`config.mk`:
```
export PLATFORM = sky130hd
export DESIGN_NAME = mem_port_arbiter_flat
export DESIGN_NICKNAME = d
export VERILOG_FILES = /design/src/rtl/mem_arb_pkg.sv /design/src/rtl/mem_port_arbiter_if.sv /design/src/rtl/mem_arb_rsp_reg.sv /design/src/rtl/mem_port_arbiter.sv /design/src/flat_wrapper.sv
export SDC_FILE = /design/constraint.sdc
export NUM_CORES = 1
export LEC_CHECK = 0
export BUFFER_PORTS_ARGS = -buffer_cell sky130_fd_sc_hd__buf_2
export CAP_MARGIN = 15
export CORE_AREA = 2 2 106 108
export DETAILED_ROUTE_END_ITERATION = 10
export DIE_AREA = 0 0 108 110
export PLACE_DENSITY = 0.68
export SETUP_SLACK_MARGIN = 0.5
export SKIP_LAST_GASP = 1
export SLEW_MARGIN = 20
export SYNTH_ARGS = -nofsm -noshare
export SYNTH_HDL_FRONTEND = slang
export SYNTH_HIERARCHICAL = 1
export SYNTH_SLANG_ARGS = --single-unit
export TNS_END_PERCENT = 100
```
`constraint.sdc`:
```
create_clock -name clk -period 2.25 [get_ports clk]
set_input_delay 0.3375 -clock clk [delete_from_list [all_inputs] [get_ports clk]]
set_output_delay 0.3375 -clock clk [all_outputs]
set_load 0.005 [all_outputs]
```
`src/rtl/mem_arb_pkg.sv`:
```
// -----------------------------------------------------------------------------
// mem_arb_pkg
// Shared types and constants for the memory port arbiter.
//   req_id_e     : identifies which requester owns the memory port this cycle
//   rsp_state_e  : per-requester response FSM state
//   IF_READ_ONLY : the instruction-fetch requester never writes memory
// -----------------------------------------------------------------------------
package mem_arb_pkg;

  typedef enum logic {
    REQ_IF = 1'b0,
    REQ_LS = 1'b1
  } req_id_e;

  typedef enum logic {
    RSP_IDLE  = 1'b0,
    RSP_VALID = 1'b1
  } rsp_state_e;

  localparam bit IF_READ_ONLY = 1'b1;

endpackage : mem_arb_pkg

```
`src/rtl/mem_port_arbiter_if.sv`:
```
// -----------------------------------------------------------------------------
// mem_port_arbiter_if
// Bundles the fetch (IF), load/store (LS) and memory-side signals of the
// memory port arbiter.
//   modport slave  : arbiter view (takes requests and mem read data, drives
//                    grants, responses and memory controls)
//   modport master : requester/memory view (the opposite directions)
// -----------------------------------------------------------------------------
interface mem_port_arbiter_if #(
  parameter int AWIDTH = 32,
  parameter int DWIDTH = 32
);
  localparam int SWIDTH = DWIDTH / 8;

  // Instruction fetch
  logic              if_req_i;
  logic [AWIDTH-1:0] if_addr_i;
  logic              if_gnt_o;
  logic              if_rsp_vld_o;
  logic [DWIDTH-1:0] if_rsp_data_o;
  // Load/store
  logic              ls_req_i;
  logic              ls_we_i;
  logic [AWIDTH-1:0] ls_addr_i;
  logic [DWIDTH-1:0] ls_data_i;
  logic [SWIDTH-1:0] ls_strb_i;
  logic              ls_gnt_o;
  logic              ls_rsp_vld_o;
  logic [DWIDTH-1:0] ls_rsp_data_o;
  // Memory
  logic [AWIDTH-1:0] mem_addr_o;
  logic [DWIDTH-1:0] mem_data_o;
  logic [SWIDTH-1:0] mem_strb_o;
  logic              mem_read_en_o;
  logic              mem_write_en_o;
  logic [DWIDTH-1:0] mem_data_i;

  modport slave (
    input  if_req_i, if_addr_i,
    input  ls_req_i, ls_we_i, ls_addr_i, ls_data_i, ls_strb_i,
    input  mem_data_i,
    output if_gnt_o, if_rsp_vld_o, if_rsp_data_o,
    output ls_gnt_o, ls_rsp_vld_o, ls_rsp_data_o,
    output mem_addr_o, mem_data_o, mem_strb_o, mem_read_en_o, mem_write_en_o
  );

  modport master (
    output if_req_i, if_addr_i,
    output ls_req_i, ls_we_i, ls_addr_i, ls_data_i, ls_strb_i,
    output mem_data_i,
    input  if_gnt_o, if_rsp_vld_o, if_rsp_data_o,
    input  ls_gnt_o, ls_rsp_vld_o, ls_rsp_data_o,
    input  mem_addr_o, mem_data_o, mem_strb_o, mem_read_en_o, mem_write_en_o
  );

endinterface : mem_port_arbiter_if

```
`src/rtl/mem_arb_rsp_reg.sv`:
```
// -----------------------------------------------------------------------------
// mem_arb_rsp_reg
// Per-requester response stage: goes RESP for exactly the cycle after each
// grant and captures the memory read data (or zero for a write ack) on that
// edge. The data register holds while no response is valid.
//   clk, rst    : clock, asynchronous active-high reset
//   i_gnt       : requester granted this cycle
//   i_is_write  : the granted access is a write (response data is zero)
//   i_rdata     : combinational read data from memory
//   o_rsp_vld   : response valid
//   o_rsp_data  : response data
// -----------------------------------------------------------------------------
module mem_arb_rsp_reg
  import mem_arb_pkg::*;
#(
  parameter int DWIDTH = 32
) (
  input  logic              clk,
  input  logic              rst,
  input  logic              i_gnt,
  input  logic              i_is_write,
  input  logic [DWIDTH-1:0] i_rdata,
  output logic              o_rsp_vld,
  output logic [DWIDTH-1:0] o_rsp_data
);

  rsp_state_e        r_state;
  rsp_state_e        w_state_nxt;
  logic [DWIDTH-1:0] r_data;

  // NOTE: sequential state uses non-blocking assignments so every flop
  // samples the pre-edge values of the others, independent of block order.
  always_ff @(posedge clk or posedge rst) begin
    if (rst) r_state <= RSP_IDLE;
    else     r_state <= w_state_nxt;
  end

  // IDLE -> RESP on a grant; RESP -> RESP on a back-to-back grant.
  always_comb begin
    // NOTE: default first so no path leaves w_state_nxt unassigned (no latch).
    w_state_nxt = RSP_IDLE;
    case (r_state)
      RSP_IDLE:  if (i_gnt) w_state_nxt = RSP_VALID;
      RSP_VALID: if (i_gnt) w_state_nxt = RSP_VALID;
      default:   w_state_nxt = RSP_IDLE;
    endcase
  end

  // NOTE: this is a plain register, not a memory array, and its reset value is
  // visible on the port, so it is reset along with the FSM.
  always_ff @(posedge clk or posedge rst) begin
    if (rst)        r_data <= '0;
    else if (i_gnt) r_data <= i_is_write ? '0 : i_rdata;
  end

  assign o_rsp_vld  = (r_state == RSP_VALID);
  assign o_rsp_data = r_data;

endmodule : mem_arb_rsp_reg

```
`src/rtl/mem_port_arbiter.sv`:
```
// -----------------------------------------------------------------------------
// mem_port_arbiter
// Shares one byte-addressable memory port between instruction fetch (IF,
// read-only) and load/store (LS, read/write). At most one access is granted per
// cycle; LS wins conflicts unless IF has already lost STARVE_LIMIT times in a
// row. Read data is returned through a registered per-requester response one
// cycle after the grant.
//   clk, rst          : clock, asynchronous active-high reset
//   bus (slave)       : IF/LS request, grant and response signals plus the
//                       memory address/data/strobe/enable signals
//   stat_conflicts_o  : cycles with both requests high (MEM_ARB_STATS_EN only)
//   stat_forced_o     : starvation-forced IF wins (MEM_ARB_STATS_EN only)
// Build option: define MEM_ARB_STATS_EN to add the two wrapping statistics
// counters; arbitration is unaffected.
// -----------------------------------------------------------------------------
module mem_port_arbiter
  import mem_arb_pkg::*;
#(
  parameter int AWIDTH       = 32,
  parameter int DWIDTH       = 32,
  parameter int STARVE_LIMIT = 4,
  parameter int CNT_WIDTH    = 3
) (
  input  logic               clk,
  input  logic               rst,
`ifdef MEM_ARB_STATS_EN
  output logic [31:0]        stat_conflicts_o,
  output logic [31:0]        stat_forced_o,
`endif
  mem_port_arbiter_if.slave  bus
);

  if (STARVE_LIMIT < 1) begin : g_chk_limit
    $error("mem_port_arbiter: STARVE_LIMIT must be at least 1");
  end
  if ((2 ** CNT_WIDTH) - 1 < STARVE_LIMIT) begin : g_chk_cnt
    $error("mem_port_arbiter: CNT_WIDTH too small to hold STARVE_LIMIT");
  end
  // The IF path below has no write datapath.
  if (!IF_READ_ONLY) begin : g_chk_if_ro
    $error("mem_port_arbiter: IF requester must be read-only");
  end

  localparam logic [CNT_WIDTH-1:0] LIMIT = CNT_WIDTH'(STARVE_LIMIT);

  logic                 w_both_req;
  logic                 w_force_if;
  logic                 w_if_gnt;
  logic                 w_ls_gnt;
  req_id_e              w_winner;
  logic [CNT_WIDTH-1:0] r_starve_cnt;

  // Grants are masked during reset so every grant output reads 0 in reset.
  always_comb begin
    w_both_req = !rst && bus.if_req_i && bus.ls_req_i;
    w_force_if = w_both_req && (r_starve_cnt == LIMIT);
    w_if_gnt   = !rst && bus.if_req_i && (!bus.ls_req_i || w_force_if);
    w_ls_gnt   = !rst && bus.ls_req_i && !w_if_gnt;
    w_winner   = w_if_gnt ? REQ_IF : REQ_LS;
  end

  assign bus.if_gnt_o = w_if_gnt;
  assign bus.ls_gnt_o = w_ls_gnt;

  // Consecutive IF losses; any IF win or idle IF cycle restarts the count.
  always_ff @(posedge clk or posedge rst) begin
    if (rst) begin
      r_starve_cnt <= '0;
    end else if (!bus.if_req_i || w_if_gnt) begin
      r_starve_cnt <= '0;
    end else if (r_starve_cnt != LIMIT) begin
      r_starve_cnt <= r_starve_cnt + 1'b1;
    end
  end

  // Memory-side controls; everything is zero when nothing is granted. Write
  // data and strobes are only presented for writes.
  always_comb begin
    bus.mem_addr_o     = '0;
    bus.mem_data_o     = '0;
    bus.mem_strb_o     = '0;
    bus.mem_read_en_o  = 1'b0;
    bus.mem_write_en_o = 1'b0;
    if (w_if_gnt || w_ls_gnt) begin
      case (w_winner)
        REQ_IF: begin
          bus.mem_addr_o    = bus.if_addr_i;
          bus.mem_read_en_o = 1'b1;
        end
        REQ_LS: begin
          bus.mem_addr_o = bus.ls_addr_i;
          if (bus.ls_we_i) begin
            bus.mem_write_en_o = 1'b1;
            bus.mem_data_o     = bus.ls_data_i;
            bus.mem_strb_o     = bus.ls_strb_i;
          end else begin
            bus.mem_read_en_o = 1'b1;
          end
        end
        default: ;
      endcase
    end
  end

  mem_arb_rsp_reg #(.DWIDTH(DWIDTH)) u_if_rsp (
    .clk       (clk),
    .rst       (rst),
    .i_gnt     (w_if_gnt),
    .i_is_write(1'b0),
    .i_rdata   (bus.mem_data_i),
    .o_rsp_vld (bus.if_rsp_vld_o),
    .o_rsp_data(bus.if_rsp_data_o)
  );

  mem_arb_rsp_reg #(.DWIDTH(DWIDTH)) u_ls_rsp (
    .clk       (clk),
    .rst       (rst),
    .i_gnt     (w_ls_gnt),
    .i_is_write(bus.ls_we_i),
    .i_rdata   (bus.mem_data_i),
    .o_rsp_vld (bus.ls_rsp_vld_o),
    .o_rsp_data(bus.ls_rsp_data_o)
  );

`ifdef MEM_ARB_STATS_EN
  logic [31:0] r_stat_conflicts;
  logic [31:0] r_stat_forced;

  always_ff @(posedge clk or posedge rst) begin
    if (rst) begin
      r_stat_conflicts <= '0;
      r_stat_forced    <= '0;
    end else begin
      if (w_both_req) r_stat_conflicts <= r_stat_conflicts + 32'd1;
      if (w_force_if) r_stat_forced    <= r_stat_forced + 32'd1;
    end
  end

  assign stat_conflicts_o = r_stat_conflicts;
  assign stat_forced_o    = r_stat_forced;
`endif

endmodule : mem_port_arbiter
```
`src/flat_wrapper.sv`:
```
// flat-port wrapper written by rule: the top's interface ports become plain ports
module mem_port_arbiter_flat import mem_arb_pkg::*;
#(
  parameter int AWIDTH       = 32,
  parameter int DWIDTH       = 32,
  parameter int STARVE_LIMIT = 4,
  parameter int CNT_WIDTH    = 3
)
  (clk, rst, bus_if_req_i, bus_if_addr_i, bus_ls_req_i, bus_ls_we_i, bus_ls_addr_i, bus_ls_data_i, bus_ls_strb_i, bus_mem_data_i, bus_if_gnt_o, bus_if_rsp_vld_o, bus_if_rsp_data_o, bus_ls_gnt_o, bus_ls_rsp_vld_o, bus_ls_rsp_data_o, bus_mem_addr_o, bus_mem_data_o, bus_mem_strb_o, bus_mem_read_en_o, bus_mem_write_en_o);
  mem_port_arbiter_if #(.AWIDTH(AWIDTH), .DWIDTH(DWIDTH)) bus_i ();
  input  logic clk;
  input  logic rst;
  input wire logic [$bits(bus_i.if_req_i)-1:0] bus_if_req_i;
  input wire logic [$bits(bus_i.if_addr_i)-1:0] bus_if_addr_i;
  input wire logic [$bits(bus_i.ls_req_i)-1:0] bus_ls_req_i;
  input wire logic [$bits(bus_i.ls_we_i)-1:0] bus_ls_we_i;
  input wire logic [$bits(bus_i.ls_addr_i)-1:0] bus_ls_addr_i;
  input wire logic [$bits(bus_i.ls_data_i)-1:0] bus_ls_data_i;
  input wire logic [$bits(bus_i.ls_strb_i)-1:0] bus_ls_strb_i;
  input wire logic [$bits(bus_i.mem_data_i)-1:0] bus_mem_data_i;
  output wire logic [$bits(bus_i.if_gnt_o)-1:0] bus_if_gnt_o;
  output wire logic [$bits(bus_i.if_rsp_vld_o)-1:0] bus_if_rsp_vld_o;
  output wire logic [$bits(bus_i.if_rsp_data_o)-1:0] bus_if_rsp_data_o;
  output wire logic [$bits(bus_i.ls_gnt_o)-1:0] bus_ls_gnt_o;
  output wire logic [$bits(bus_i.ls_rsp_vld_o)-1:0] bus_ls_rsp_vld_o;
  output wire logic [$bits(bus_i.ls_rsp_data_o)-1:0] bus_ls_rsp_data_o;
  output wire logic [$bits(bus_i.mem_addr_o)-1:0] bus_mem_addr_o;
  output wire logic [$bits(bus_i.mem_data_o)-1:0] bus_mem_data_o;
  output wire logic [$bits(bus_i.mem_strb_o)-1:0] bus_mem_strb_o;
  output wire logic [$bits(bus_i.mem_read_en_o)-1:0] bus_mem_read_en_o;
  output wire logic [$bits(bus_i.mem_write_en_o)-1:0] bus_mem_write_en_o;
  assign bus_i.if_req_i = bus_if_req_i;
  assign bus_i.if_addr_i = bus_if_addr_i;
  assign bus_i.ls_req_i = bus_ls_req_i;
  assign bus_i.ls_we_i = bus_ls_we_i;
  assign bus_i.ls_addr_i = bus_ls_addr_i;
  assign bus_i.ls_data_i = bus_ls_data_i;
  assign bus_i.ls_strb_i = bus_ls_strb_i;
  assign bus_i.mem_data_i = bus_mem_data_i;
  assign bus_if_gnt_o = bus_i.if_gnt_o;
  assign bus_if_rsp_vld_o = bus_i.if_rsp_vld_o;
  assign bus_if_rsp_data_o = bus_i.if_rsp_data_o;
  assign bus_ls_gnt_o = bus_i.ls_gnt_o;
  assign bus_ls_rsp_vld_o = bus_i.ls_rsp_vld_o;
  assign bus_ls_rsp_data_o = bus_i.ls_rsp_data_o;
  assign bus_mem_addr_o = bus_i.mem_addr_o;
  assign bus_mem_data_o = bus_i.mem_data_o;
  assign bus_mem_strb_o = bus_i.mem_strb_o;
  assign bus_mem_read_en_o = bus_i.mem_read_en_o;
  assign bus_mem_write_en_o = bus_i.mem_write_en_o;
  mem_port_arbiter #(.AWIDTH(AWIDTH), .DWIDTH(DWIDTH), .STARVE_LIMIT(STARVE_LIMIT), .CNT_WIDTH(CNT_WIDTH)) u_core (.clk(clk), .rst(rst), .bus(bus_i));
endmodule
```
# Word level (Yosys, flattened, before mapping)

Cells that the tools add are included.

Flip-flop bits (word level): 69
Bits of input ports: 137
Output and inout port bits: 138

Add/subtract/negate cells: 1
Equal/unequal tests: 2
Muxes and demuxes: 20
Reductions and logical operators: 14

Operator list:

| operator              | count |
|---|---|
| $mux W32              | 5 |
| $pmux W32 S2          | 1 |
| $mux W4               | 3 |
| $mux W1               | 8 |
| $logic_and A1 B1 Y1   | 6 |
| $mux W3               | 2 |
| $logic_not A1 Y1      | 4 |
| $add A3 B1 Y3 const B | 1 |
| $eq A3 B3 Y1 const B  | 1 |
| $logic_or A1 B1 Y1    | 3 |
| $ne A3 B3 Y1 const B  | 1 |
| $pmux W1 S2           | 1 |
| $reduce_bool A2 Y1    | 1 |

# Longest topological paths before layout

Depth after elaboration: 10
Gate-level depth with buffers: 10
Depth with buffers taken out: 7

# Modules after synthesis

Netlist, hierarchy kept.

Modules (own cells, without submodules):

| module           | instances | cells each | area an instance (um2) | seq. area each (um2) |
|---|---|---|---|---|
| mem_arb_rsp_reg  | 2         | 75         | 1237.4                 | 825.8 |
| mem_port_arbiter | 1         | 184        | 1073.5                 | 75.1 |

# Worst setup path after synthesis

OpenSTA, ideal clock, no wires.

Path kind: reg2reg
From: register u_core.r_starve_cnt[0]
To: register u_core.u_if_rsp.r_data[1], in the netlist u_core/u_if_rsp/o_rsp_data[1]
Library setup time: 121 ps
Arrival time: 1973 ps
Required time: 2129 ps
Slack: 156 ps
Cell stages (with the launch flop): 11
Path buffers: 3
Period minus slack after synthesis: 2094 ps
Cells stage by stage: dfrtp_1 inv_1 ha_1 a21bo_1 buf_2 buf_2 nand2_1 nor2_1 inv_1 clkbuf_8 a22o_2

Word-level cells in the longest chain between the ends: 4

Ends and longest elaborated chain:

| element                | line                   | source |
|---|---|---|
| start, declared        | mem_port_arbiter.sv:51 | `logic [CNT_WIDTH-1:0] r_starve_cnt;` |
| start signal, assigned | mem_port_arbiter.sv:72 | `r_starve_cnt <= r_starve_cnt + 1'b1;` |
| $eq A3 B3 Y1           | mem_port_arbiter.sv:56 | `w_force_if = w_both_req && (r_starve_cnt == LIMIT);` |
| $logic_and A1 B1 Y1    | mem_port_arbiter.sv:56 |  |
| $logic_or A1 B1 Y1     | mem_port_arbiter.sv:57 | `w_if_gnt = !rst && bus.if_req_i && (!bus.ls_req_i \|\| w_force_if);` |
| $logic_and A1 B1 Y1    | mem_port_arbiter.sv:57 |  |
| via bus_if_gnt_o       | flat_wrapper.sv:21     | `output wire logic [$bits(bus_i.if_gnt_o)-1:0] bus_if_gnt_o;` |
| end signal, assigned   | mem_arb_rsp_reg.sv:53  | `else if (i_gnt) r_data <= i_is_write ? '0 : i_rdata;` |
| end, declared          | mem_arb_rsp_reg.sv:29  | `logic [DWIDTH-1:0] r_data;` |

The timed path passes the listed nets, and every way through them passes these cells.
A chain may end at the register's enable or synchronous reset.

# Worst setup path in the final report

From: register u_core.r_starve_cnt[0]
To: output port bus_mem_data_o[16]

Word-level cells in the longest chain between the ends: 8
Elaborated cells between the ends (all ways): 9

Ends and longest elaborated chain:

| element               | line                   | source |
|---|---|---|
| $eq A3 B3 Y1 *        | mem_port_arbiter.sv:56 |  |
| $logic_and A1 B1 Y1 * | mem_port_arbiter.sv:56 |  |
| $logic_or A1 B1 Y1 *  | mem_port_arbiter.sv:57 |  |
| $logic_and A1 B1 Y1 * | mem_port_arbiter.sv:57 |  |
| $logic_not A1 Y1      | mem_port_arbiter.sv:58 | `w_ls_gnt = !rst && bus.ls_req_i && !w_if_gnt;` |
| $logic_and A1 B1 Y1   | mem_port_arbiter.sv:58 |  |
| $logic_or A1 B1 Y1    | mem_port_arbiter.sv:84 | `if (w_if_gnt \|\| w_ls_gnt) begin` |
| $mux W32 *            | mem_port_arbiter.sv:84 |  |
| end, declared         | flat_wrapper.sv:28     | `output wire logic [$bits(bus_i.mem_data_o)-1:0] bus_mem_data_o;` |

Mark *: on every way between the ends. The rest lies on a longest branch, timed or not.

==> run_results.csv <==
group,metric,value,unit
status,status,"finished clean",
clock_tree,cts_tree,"yes",
critical_path,crit_top_cell,"buf_6",
min_path,hold_path_class,"in2reg",
synth,syn-mean-instance-area,10.6,sq um
timing,fin_skew,0.00947,ns
floorplan,die_w,108,um
synth,ys_types,29,
timing,finalSetupTns,0,ns
timing,maxSlewViolCount,0,
critical_path,path_delay_family,"simple AND/OR/NAND/NOR gates",
critical_path,endpoint_kind,"output pin",
timing,rsz0062_at_grt,"yes",
clock_tree,h-tree-depth,3,
cells_and_area,final_util,0.562,
critical_path,path_cells,"inv_2 -> ha_4 -> nand3_4 -> buf_6 -> and4_4 -> and2_4 -> buf_6",
clock_tree,cts_max_path_buffers,2,
floorplan,coreArea,10700,sq um
grt,grt_max_degree,42,
cells_and_area,synthToLayoutAreaGrowth,69.4,%
clock_tree,cts-root-buf,"clkbuf_8",
place,place_ws,0.304,ns
pwr,power,3.41,mW
critical_path,max_stage_delay,0.37,ns
pwr,power_leakage,3.26,nW
critical_path,crit_path_max_fanout,5,
job,maxCapViolations,0,
timing,hold_viol,0,
floorplan,std_cell_rows,38,
synth,syn_inst,334,
grt,grt_pass1_vias,3675,
place,place_hpwl,9.05,mm
place,numPortBuffers,274,
route,drt_iter0_drc,248,
route,ant_nets,0,
route,wl_per_cell,19.3,um
cells_and_area,diodes,0,
floorplan,initial_core_util,0.332,
cells_and_area,layout_common_cells,"buf_2 (255), dfrtp_1 (69), nand3_1 (62)",
clock_tree,cts_buffers,9,
critical_path,crit_type,"reg2out",
route,finalWirelength,15.0,mm
critical_path,path_buf_inv,3,
synth,synth_area,3550,sq um
timing,max_freq,484,MHz
place,place.gp.congestion,0.774,
grt,gr-total-overflow,0,
grt,grt_util_all_layers,0.208,
timing,layout_setup_ws,0.184,ns
synth,ys_ff_latch,69,
cells_and_area,layoutNonFillerInstCount,776,
cells_and_area,final_nets,770,
timing,report.final.setup_viol,0,
floorplan,num_io_pins,275,
synth,yosysWarnings,6,
route,viasPerCell,5.17,
critical_path,crit_slowest_cell,"dfrtp_1",
grt,antenna_found_initial,0,
clock_tree,insertion_delay,0.33,ns
critical_path,worstPathArrival,1.73,ns
cells_and_area,drive_above_1_share,0.679,
timing,min_period,2.07,ns
floorplan,die-area,11900,sq um
critical_path,cp.required,1.91,ns
pwr,vdd_drop_max,0.000346,V
clock_tree,cts.sinks,69,
timing,finalCritPeriodShare,0.918,
place,dp.cells,725,
pwr,p_per_area,567,nW/um^2
critical_path,worstSetupStartpointType,"flip-flop",
floorplan,die_h,110,um
synth,seq_area_frac_synth,0.487,
route,vias,4010,
route,drc_errors,0,
grt,grt_pass1_wl,19.3,mm
cells_and_area,final_common_cell,"buf_2",
route,dr.pass1.iters,4,
clock_tree,clkTransAtPathRegs,0.09,ns
==> area by class of cell <==
cell class / instances / area [sq um]
multi-input combinational: 228 / 1790
inverter: 8 / 46.3
tap: 140 / 175
timing repair inverter: 1 / 8.76
fill: 990 / 4690
clock buffer: 9 / 124
sequential: 69 / 1730
clock inverter: 7 / 72.6
timing repair buffer: 314 / 2070
==> cell families after synthesis <==
group,synth area share
AND/OR/NAND/NOR,0.183
AO/OA/AOI/OAI,0.236
flip-flops,0.487
buffers and inverters,0.0832
adder cells (fa/ha/maj),0.00705
multiplexers,0.00317
other,0.00106
==> repair_timing <==
action                                  4_1_cts  5_1_grt
gates cloned                                  6       12
endpoints found under the setup margin      134      136
gates resized for setup                      39       49
pin swaps                                    16       26
hold buffers                                  1        0
endpoints found under the hold margin         3        0
setup buffers                                11        5
==> where the power goes <==
group / switching (mW) / leakage, nW / internal, mW
Sequential: 0.0853 / 0.905 / 1.38
Clock: 0.514 / 0.0960 / 0.516
Combinational: 0.395 / 2.25 / 0.515
==> per-layer routing <==
metal	vias up	wire length [um]	GRT usage
li1	1831	-	-
met1	1976	6210	0.277
met2	189	7580	0.337
met3	14	1030	0.0553
met4	0	167	0.0549
met5	-	0	0
==> synthesized netlist by cell type <==
cell type | n | area share
and4_4 | 1 | 0.0032
nand2b_1 | 1 | 0.0018
buf_1 | 1 | 0.0011
clkbuf_8 | 6 | 0.023
buf_2 | 5 | 0.0071
nand4_1 | 2 | 0.0035
and2_1 | 36 | 0.063
ha_1 | 2 | 0.0071
mux2_2 | 1 | 0.0032
a22o_1 | 6 | 0.015
o221ai_1 | 1 | 0.0025
clkbuf_1 | 13 | 0.014
o2bb2ai_1 | 2 | 0.0049
nand3_2 | 1 | 0.0028
nand3_1 | 66 | 0.093
o211ai_1 | 1 | 0.0021
dfrtp_1 | 69 | 0.49
conb_1 | 1 | 0.0011
a22o_2 | 56 | 0.16
and3_1 | 1 | 0.0018
nand2_1 | 4 | 0.0042
nor2b_4 | 2 | 0.0078
buf_6 | 8 | 0.025
a21oi_1 | 35 | 0.049
nor2_1 | 1 | 0.0011
inv_1 | 8 | 0.0085
a21bo_1 | 1 | 0.0028
a31oi_1 | 1 | 0.0018
buf_4 | 2 | 0.0042
==> sequential cells by signal (all words and copies together) (netlist names) <==
signal                      flops
u_core/u_if_rsp/o_rsp_data     32
u_core/u_ls_rsp/o_rsp_data     32
u_core/r_starve_cnt             3
u_core/u_if_rsp/o_rsp_vld       1
u_core/u_ls_rsp/o_rsp_vld       1
==> path summary, 6_finish.rpt <==
kind,end,startpoint,slack (ns),cells after the start
setup / recovery,bus_mem_data_o[16],u_core/r_starve_cnt[0]$_DFFE_PP0P_,0.18,7
hold / removal,u_core/u_ls_rsp/o_rsp_data[14]$_DFFE_PP0P_,bus_mem_data_i[14],0.23,2
setup reg to reg,u_core/u_ls_rsp/o_rsp_data[29]$_DFFE_PP0P_,u_core/r_starve_cnt[0]$_DFFE_PP0P_,0.25,10
hold reg to reg,u_core/u_ls_rsp/o_rsp_data[31]$_DFFE_PP0P_,u_core/u_ls_rsp/o_rsp_data[31]$_DFFE_PP0P_,0.51,1
max in group asynchronous,u_core/r_starve_cnt[2]$_DFFE_PP0P_,rst,1.40,3
min in group asynchronous,u_core/u_if_rsp/o_rsp_data[18]$_DFFE_PP0P_,rst,0.42,4
==> stage by stage <==
stage,area [sq um],hold WS (ns)
2_1_floorplan,3600,0.111
3_3_place_gp,4970,0.245
3_5_place_dp,4970,0.258
4_1_cts,5530,0.209
5_1_grt,6010,0.205
6_report,6010,0.226
Power figures use the tool's default switching activity.
